==> src/rtl/gfx_shift_sequencer.sv <==
// Line fetch/shift sequencer: pulls graphics bytes from ROM into a hold
// register and feeds them to an external 8-bit shifter on pixel slots.
module gfx_shift_sequencer #(
  parameter int ADDR_W = 16,
  parameter int CNT_W  = 6
) (
  input  logic              clk,
  input  logic              Reset_n,
  input  logic              pix_cen,
  input  logic              line_start,
  input  logic              abort,
  input  logic [ADDR_W-1:0] base_addr,
  input  logic [CNT_W-1:0]  byte_count,
  input  logic              flip,
  output logic              rom_req,
  output logic [ADDR_W-1:0] rom_addr,
  input  logic              rom_ack,
  input  logic [7:0]        rom_data,
  output logic              sh_ldn,
  output logic [7:0]        sh_data,
  output logic              inh,
  output logic              clr_n,
  output logic              busy,
  output logic              done,
  output logic              underrun
);

  typedef enum logic [1:0] {
    IDLE,
    PRIME,
    RUN
  } state_t;

  state_t            state_q;
  state_t            state_d;
  logic [2:0]        phase_q;
  logic [CNT_W-1:0]  remain_q;
  logic [CNT_W-1:0]  fetched_q;
  logic [CNT_W-1:0]  count_q;
  logic              flip_q;
  logic [ADDR_W-1:0] addr_q;
  logic              req_q;
  logic [7:0]        hold_q;
  logic              hold_v;
  logic              done_q;
  logic              clr_n_q;
  logic              ur_q;

  logic              in_run;
  logic              slot;
  logic              load_slot;
  logic              stall;
  logic              load;
  logic              run_end;
  logic              ack_ok;
  logic              start_ok;
  logic [7:0]        rom_rev;

  always_comb begin
    rom_rev = '0;
    for (int i = 0; i < 8; i++)
      rom_rev[i] = rom_data[7-i];
  end

  assign ack_ok    = req_q & rom_ack;
  assign in_run    = (state_q == RUN);
  assign slot      = in_run & (phase_q == 3'd0)
                   & (remain_q != '0);
  assign load_slot = slot & hold_v;
  assign stall     = slot & ~hold_v;
  assign load      = load_slot & pix_cen;
  assign run_end   = in_run & pix_cen
                   & (remain_q == '0)
                   & (phase_q == 3'd7);
  assign start_ok  = (state_q == IDLE) & line_start
                   & (byte_count != '0);

  always_comb begin
    state_d = state_q;
    unique case (state_q)
      IDLE:    if (start_ok) state_d = PRIME;
      PRIME:   if (hold_v)   state_d = RUN;
      RUN:     if (run_end)  state_d = IDLE;
      default:               state_d = IDLE;
    endcase
    if (abort)
      state_d = IDLE;
  end

  always_ff @(posedge clk) begin
    if (!Reset_n) begin
      state_q   <= IDLE;
      phase_q   <= '0;
      remain_q  <= '0;
      fetched_q <= '0;
      count_q   <= '0;
      flip_q    <= 1'b0;
      addr_q    <= '0;
      req_q     <= 1'b0;
      hold_q    <= '0;
      hold_v    <= 1'b0;
      done_q    <= 1'b0;
      clr_n_q   <= 1'b1;
      ur_q      <= 1'b0;
    end else begin
      state_q <= state_d;
      done_q  <= 1'b0;
      clr_n_q <= 1'b1;
      if (abort) begin
        req_q   <= 1'b0;
        hold_v  <= 1'b0;
        phase_q <= '0;
        clr_n_q <= 1'b0;
      end else begin
        if (state_q == IDLE && line_start) begin
          if (byte_count == '0) begin
            done_q <= 1'b1;
          end else begin
            count_q   <= byte_count;
            remain_q  <= byte_count;
            fetched_q <= '0;
            addr_q    <= base_addr;
            flip_q    <= flip;
            ur_q      <= 1'b0;
            phase_q   <= '0;
            hold_v    <= 1'b0;
          end
        end
        // ack and load never coincide: req only rises with hold empty
        if (ack_ok) begin
          hold_q    <= flip_q ? rom_rev : rom_data;
          hold_v    <= 1'b1;
          addr_q    <= addr_q + 1'b1;
          fetched_q <= fetched_q + 1'b1;
          req_q     <= 1'b0;
        end else if (state_q != IDLE && !req_q
                     && !hold_v && fetched_q < count_q) begin
          req_q <= 1'b1;
        end
        if (load) begin
          hold_v   <= 1'b0;
          remain_q <= remain_q - 1'b1;
        end
        if (state_q == PRIME)
          phase_q <= '0;
        if (in_run && pix_cen && !stall)
          phase_q <= phase_q + 3'd1;
        if (stall && pix_cen && !ack_ok)
          ur_q <= 1'b1;
        if (run_end) begin
          done_q  <= 1'b1;
          clr_n_q <= 1'b0;
        end
      end
    end
  end

  assign rom_req  = req_q;
  assign rom_addr = addr_q;
  assign sh_ldn   = ~load_slot;
  assign sh_data  = hold_q;
  assign inh      = stall;
  assign clr_n    = clr_n_q;
  assign busy     = (state_q != IDLE);
  assign done     = done_q;
  assign underrun = ur_q;

endmodule

==> config.mk <==
export PLATFORM = sky130hd
export DESIGN_NAME = gfx_shift_sequencer
export DESIGN_NICKNAME = d
export VERILOG_FILES = /design/src/rtl/gfx_shift_sequencer.sv
export SDC_FILE = /design/constraint.sdc
export NUM_CORES = 1
export LEC_CHECK = 0
export ABC_CLOCK_PERIOD_IN_PS = 2100
export BUFFER_PORTS_ARGS = -buffer_cell sky130_fd_sc_hd__clkbuf_2
export CORE_MARGIN = 3
export CORE_UTILIZATION = 57
export CTS_BUF_LIST = sky130_fd_sc_hd__clkbuf_4
export CTS_CLUSTER_DIAMETER = 30
export CTS_CLUSTER_SIZE = 20
export DETAILED_ROUTE_END_ITERATION = 10
export GPL_TIMING_DRIVEN = 0
export PLACE_DENSITY = 0.83
export SETUP_SLACK_MARGIN = 0.02
export SYNTH_ARGS = -nofsm -noshare
export SYNTH_HDL_FRONTEND = slang
export SYNTH_SLANG_ARGS = --single-unit
==> constraint.sdc <==
create_clock -name clk -period 2.1 [get_ports clk]
set_clock_uncertainty 0.05 [all_clocks]
set_input_delay 0 -clock clk [delete_from_list [all_inputs] [get_ports clk]]
set_output_delay 0 -clock clk [all_outputs]
set_load 0.05 [all_outputs]
Yosys cells after proc, flatten, opt, wreduce, memory -nomap -nowiden

Cells that the tools add are included.

Word-level logic and storage cells: 105
Input bits: 37
Flip-flop bits (word level): 53
Output and inout bits: 31

Order comparisons: 1
Multiplexer cells: 27
Add/subtract/negate cells: 4
Reduce and logical (&&, ||, !) cells: 34
Eq/ne operators: 10
Bitwise logic cells: 16

Operators with widths:

| kind                    | number |
|---|---|
| $mux W16                | 3 |
| $mux W6                 | 6 |
| $add A16 B1 Y16 const B | 1 |
| $reduce_and A3 Y1       | 5 |
| $logic_not A6 Y1        | 2 |
| $mux W3                 | 4 |
| $reduce_bool A6 Y1      | 2 |
| $and A1 B1 Y1           | 11 |
| $mux W1                 | 9 |
| $logic_and A1 B1 Y1     | 8 |
| $mux W8                 | 1 |
| $ne A2 B2 Y1 const B    | 4 |
| $reduce_bool A2 Y1      | 4 |
| $add A6 B1 Y6 const B   | 1 |
| $lt A6 B6 Y1            | 1 |
| $mux W2                 | 3 |
| $pmux W2 S3             | 1 |
| $reduce_and A2 Y1       | 3 |
| $reduce_or A3 Y1        | 2 |
| $sub A6 B1 Y6 const B   | 1 |
| $not A1 Y1              | 5 |
| $logic_not A1 Y1        | 4 |
| $ne A2 B1 Y1 const B    | 2 |
| $add A3 B1 Y3 const B   | 1 |
| 8 further kinds         | 8 |

Longest topological paths before layout

Word-level depth: 8
Depth in mapped cells: 7

Worst setup path after synthesis

OpenSTA, ideal clock, no wires.

Kind: register to register
Start point: reg addr_q[0] (netlist: rom_addr[0])
End point: reg addr_q[8] (netlist: rom_addr[8])
Clock period less this slack: 1.972 ns
Library setup time: 0.062 ns
Data required time: 1.988 ns
Data arrival time: 1.861 ns
Path buffers: 0
Slack: 0.128 ns
Stages on the path, launching flop included: 6
Cell sequence: dfxtp_1 > ha_1 > nand3_1 > or3_1 > a21oi_1 > o221a_1

Cells in the longest elaborated chain, start to end: 2

Ends and longest elaborated chain:

| what                   | line | RTL |
|---|---|---|
| from (decl)            | 41   | `logic [ADDR_W-1:0] addr_q;` |
| from (signal assigned) | 122  | `addr_q <= base_addr;` |
| from (signal assigned) | 133  | `addr_q <= addr_q + 1'b1;` |
| $add A16 B1 Y16        | 133  |  |
| $mux W16               | 130  | `if (ack_ok) begin` |

Every way passes these cells.
A chain may end at the register's enable or synchronous reset.

Worst setup path after layout

Start point: reg remain_q[0]
End point: out inh

Cells in the longest elaborated chain, start to end: 3

Ends and longest elaborated chain:

| what                   | line | RTL |
|---|---|---|
| from (decl)            | 37   | `logic [CNT_W-1:0] remain_q;` |
| from (signal assigned) | 120  | `remain_q <= byte_count;` |
| from (signal assigned) | 142  | `remain_q <= remain_q - 1'b1;` |
| $reduce_bool A6 Y1     | 68   | `& (remain_q != '0);` |
| $and A1 B1 Y1          | 68   |  |
| $and A1 B1 Y1          | 70   | `assign stall = slot & ~hold_v;` |
| to (decl)              | 21   | `output logic inh,` |

Every way passes these cells.

==> flow_metrics.py <==
metrics = {
    "yosys": {
        "synth_cell_type_count": 70,
        "synth_fa_ha_area_frac": 0.0476,
        "synth_commonest_cells": "dfxtp_1, nand2_1, a21oi_1",
        "synth-simple-area-share": 0.264,
        "synth_top_area_frac": 0.337,
        "avgSynthCellArea_sq_um": 8.40,
        "synth_compound_area_frac": 0.261,
        "ys_seq_area_frac": 0.337,
        "syn-num-nets": 424,
        "syn_inst": 375,
        "synthMuxAreaShare": 0.0381,
        "synth-xor-area-share": 0.00278,
        "synth-seq-cells": 53,
        "ys.flop_type": "dfxtp_1",
        "synth_top_family_by_area": "simple AND/OR/NAND/NOR gates",
        "synth_most_common_cell": "dfxtp_1",
        "synth_area_sq_mm": 0.00315,
        "async_flop_share": 0,
        "yosysTopAreaCell": "dfxtp_1",
        "yosysWarningCount": 0,
        "synth_edf_count": 0,
        "synthTopCellsByArea": "dfxtp_1, nand2_1, a21oi_1",
    },
    "final_layout": {
        "regArea_sq_mm": 0.00106,
        "fill_cells": 396,
        "multiInputGateArea_sq_mm": 0.00194,
        "n_antenna_cell": 0,
        "drive_above_1_share": 0.218,
        "final_area_sq_mm": 0.00405,
        "syn_to_final_growth_pct": 28.4,
        "nets": 539,
    },
    "detailed_routing": {
        "drc_errors": 0,
        "drt_iter0_markers": 376,
        "antenna_left": 0,
        "drtPass1Iterations": 7,
        "vias": 3472,
        "drt-vias-per-instance": 6.20,
        "wl_per_cell_microns": 17.2,
        "wl_microns": 9610,
    },
    "power_and_ir_drop": {
        "ir_drop_mv": 0.304,
        "powerDensity_mw_per_mm2": 495,
        "p_leak_nw": 1.55,
    },
    "grt": {
        "busiest_layer": "met2",
        "grt_start_max_net_pins": 16,
        "grt_util_met3": 0.0504,
        "grt_pass1_vias": 3233,
        "grt.overflow.total": 0,
        "antenna_found_initial": 0,
        "grt_pass1_wl_microns": 15400,
        "grt_use_met1": 0.372,
        "use_met2": 0.515,
        "grt_use_total": 0.303,
    },
    "clock_network": {
        "numClockSinks": 53,
        "cts-root-buf": "clkbuf_4",
        "htreeDepth": 2,
        "clock_path_buffers": 2,
        "path_clk_slew_ns": 0.15,
        "clock_latency_ns": 0.37,
        "cts_tree": "done",
        "numCtsBuffers": 5,
    },
    "sta": {
        "maxSlewViolCount": 0,
        "finalCritPeriodShare": 0.947,
        "finalSetupViolations": 0,
        "fin_crit_ns": 1.99,
        "max_clock_freq_mhz": 503,
        "rsz0062_at_grt": "false",
        "hold_viol": 0,
        "setup_tns_ns": 0,
        "relSlewSlack": 0.582,
        "worstMarginPinSlew_ns": 0.627,
        "hold_slack_ns": 0.0154,
    },
    "die": {
        "core-area_sq_mm": 0.00524,
        "die_y_microns": 80.4,
        "rows": 26,
        "die_x_microns": 80.4,
        "io_pins": 68,
        "die-area_sq_mm": 0.00646,
        "start_util": 0.602,
    },
    "placement": {
        "dp_hpwl_microns": 6420,
        "gp_congestion": 0.921,
        "io_buffers": 65,
        "placed_area_sq_mm": 0.00356,
    },
    "worst_setup_path": {
        "crit_end": "inh",
        "worstSetupPathType": "flop to primary output",
        "crit_path_start_kind": "flop",
        "slowest_delay_ns": 0.41,
        "reg2reg_to": "sh_data[4]",
        "crit_start": "remain_q[0]",
        "cp_max_fo": 6,
        "worstRegToRegCells": 4,
        "path_buf_inv": 2,
        "worstPathRequired_ns": 2.05,
        "cp_cell_sequence": "inv_1, ha_1, a211oi_2, and3b_1, buf_2",
        "r2r-start": "flip_q",
        "worst_path_dominant_cell_family": "flip-flops",
        "r2r_slack_ns": 0.15,
        "cp.depth": 5,
        "endpoint_kind": "primary output",
        "crit_slowest_cell": "dfxtp_1",
        "cp.arrival_ns": 1.94,
    },
    "job": {
        "drv_cap": 0,
    },
    "worst_hold_path": {
        "min_path_type": "input port to flop",
    },
    "status": {
        "outcome": "finished, final reports clean",
    },
}
logic make-up after synthesis:
logic type               after synthesis
AND/OR/NAND/NOR                      148
flip-flops                            53
adder cells (fa/ha/maj)               12
buffers and inverters                 37
XOR/XNOR                               1
multiplexers                          12
AO/OA/AOI/OAI                        112
worst reg2reg max path, stage by stage (launching register included):
cell and delay [ns]:
dfxtp_1 0.34, buf_1 0.48, mux2i_1 0.18, dlygate4sd3_1 0.61
a211oi_1 0.22
registers in the layout (all words and copies together) (netlist names), 2 cells and up:
signal / count
phase_q: 3
rom_addr: 16
fetched_q: 6
remain_q: 6
sh_data: 8
state_q: 2
count_q: 6
where the power goes:
part | internal, mW | leakage [nW] | switching, mW | total (mW)
logic | 0.190 | 1.09 | 0.283 | 0.473
clock network | 0.121 | 0.0247 | 0.324 | 0.445
registers | 1.04 | 0.431 | 0.0424 | 1.08
repair_timing:
| action | CTS | global route |
|---|---|---|
| pin swaps | 0 | 1 |
| endpoints found under the hold margin | 36 | 0 |
| gates resized for setup | 1 | 4 |
| setup endpoints to repair | 1 | 17 |
| hold buffers | 41 | 0 |
| setup buffers | 0 | 2 |
| cloned | 0 | 0 |
how the worst min path moves through the flow:
stage	start	endpoint	slack [ns]	cells after the start
floorplan	byte_count[0]	count_q[0]	0.09	2
CTS	base_addr[9]	rom_addr[9]	0.01	4
global placement	flip	flip_q	0.19	3
global route	base_addr[13]	rom_addr[13]	0.03	4
detailed placement	flip	flip_q	0.19	3
finish	base_addr[9]	rom_addr[9]	0.02	4
cells in the final DEF (no fill, tap or decap), drive strengths merged, types with 3 or more instances in the layout:
master        n
a21oi        30
nand3b        5
nor4          5
a21o          3
dfxtp        53
buf          13
and2          3
nand4        12
dlygate4sd3  41
o21ai        13
mux2i        12
o221a         4
o21a          3
nor3b         3
a211oi       15
a31oi         8
o211ai        7
ha           12
nand2b        5
nor3         10
nand3        17
nor2         24
or2           3
o22ai         6
o31ai         3
inv          13
clkbuf       83
nand2        44
or3           3
and4          3
final cells by class:
cell class | count | area share
buffer | 24 | 0.0281
sequential | 53 | 0.262
tap | 70 | 0.0216
timing repair buffer | 108 | 0.185
clock inverter | 2 | 0.00278
inverter | 13 | 0.0121
clock buffer | 5 | 0.00927
multi-input combinational | 285 | 0.479
through the flow:
stage	power [mW]	util	setup WS [ns]	cells
after floorplan	1.38	-	0.128	375
after global placement	1.49	0.681	0.133	510
after detailed placement	1.50	0.681	0.119	510
after CTS	1.99	0.769	0.0881	558
after global routing	2.07	0.773	0.0275	560
final	2.00	0.773	0.111	560
routing by layer:
layer	vias up	part of all wire
li1	1646	-
met1	1603	0.41
met2	194	0.49
met3	29	0.074
met4	0	0.029
met5	-	0
(Power assumes the default switching activity.)
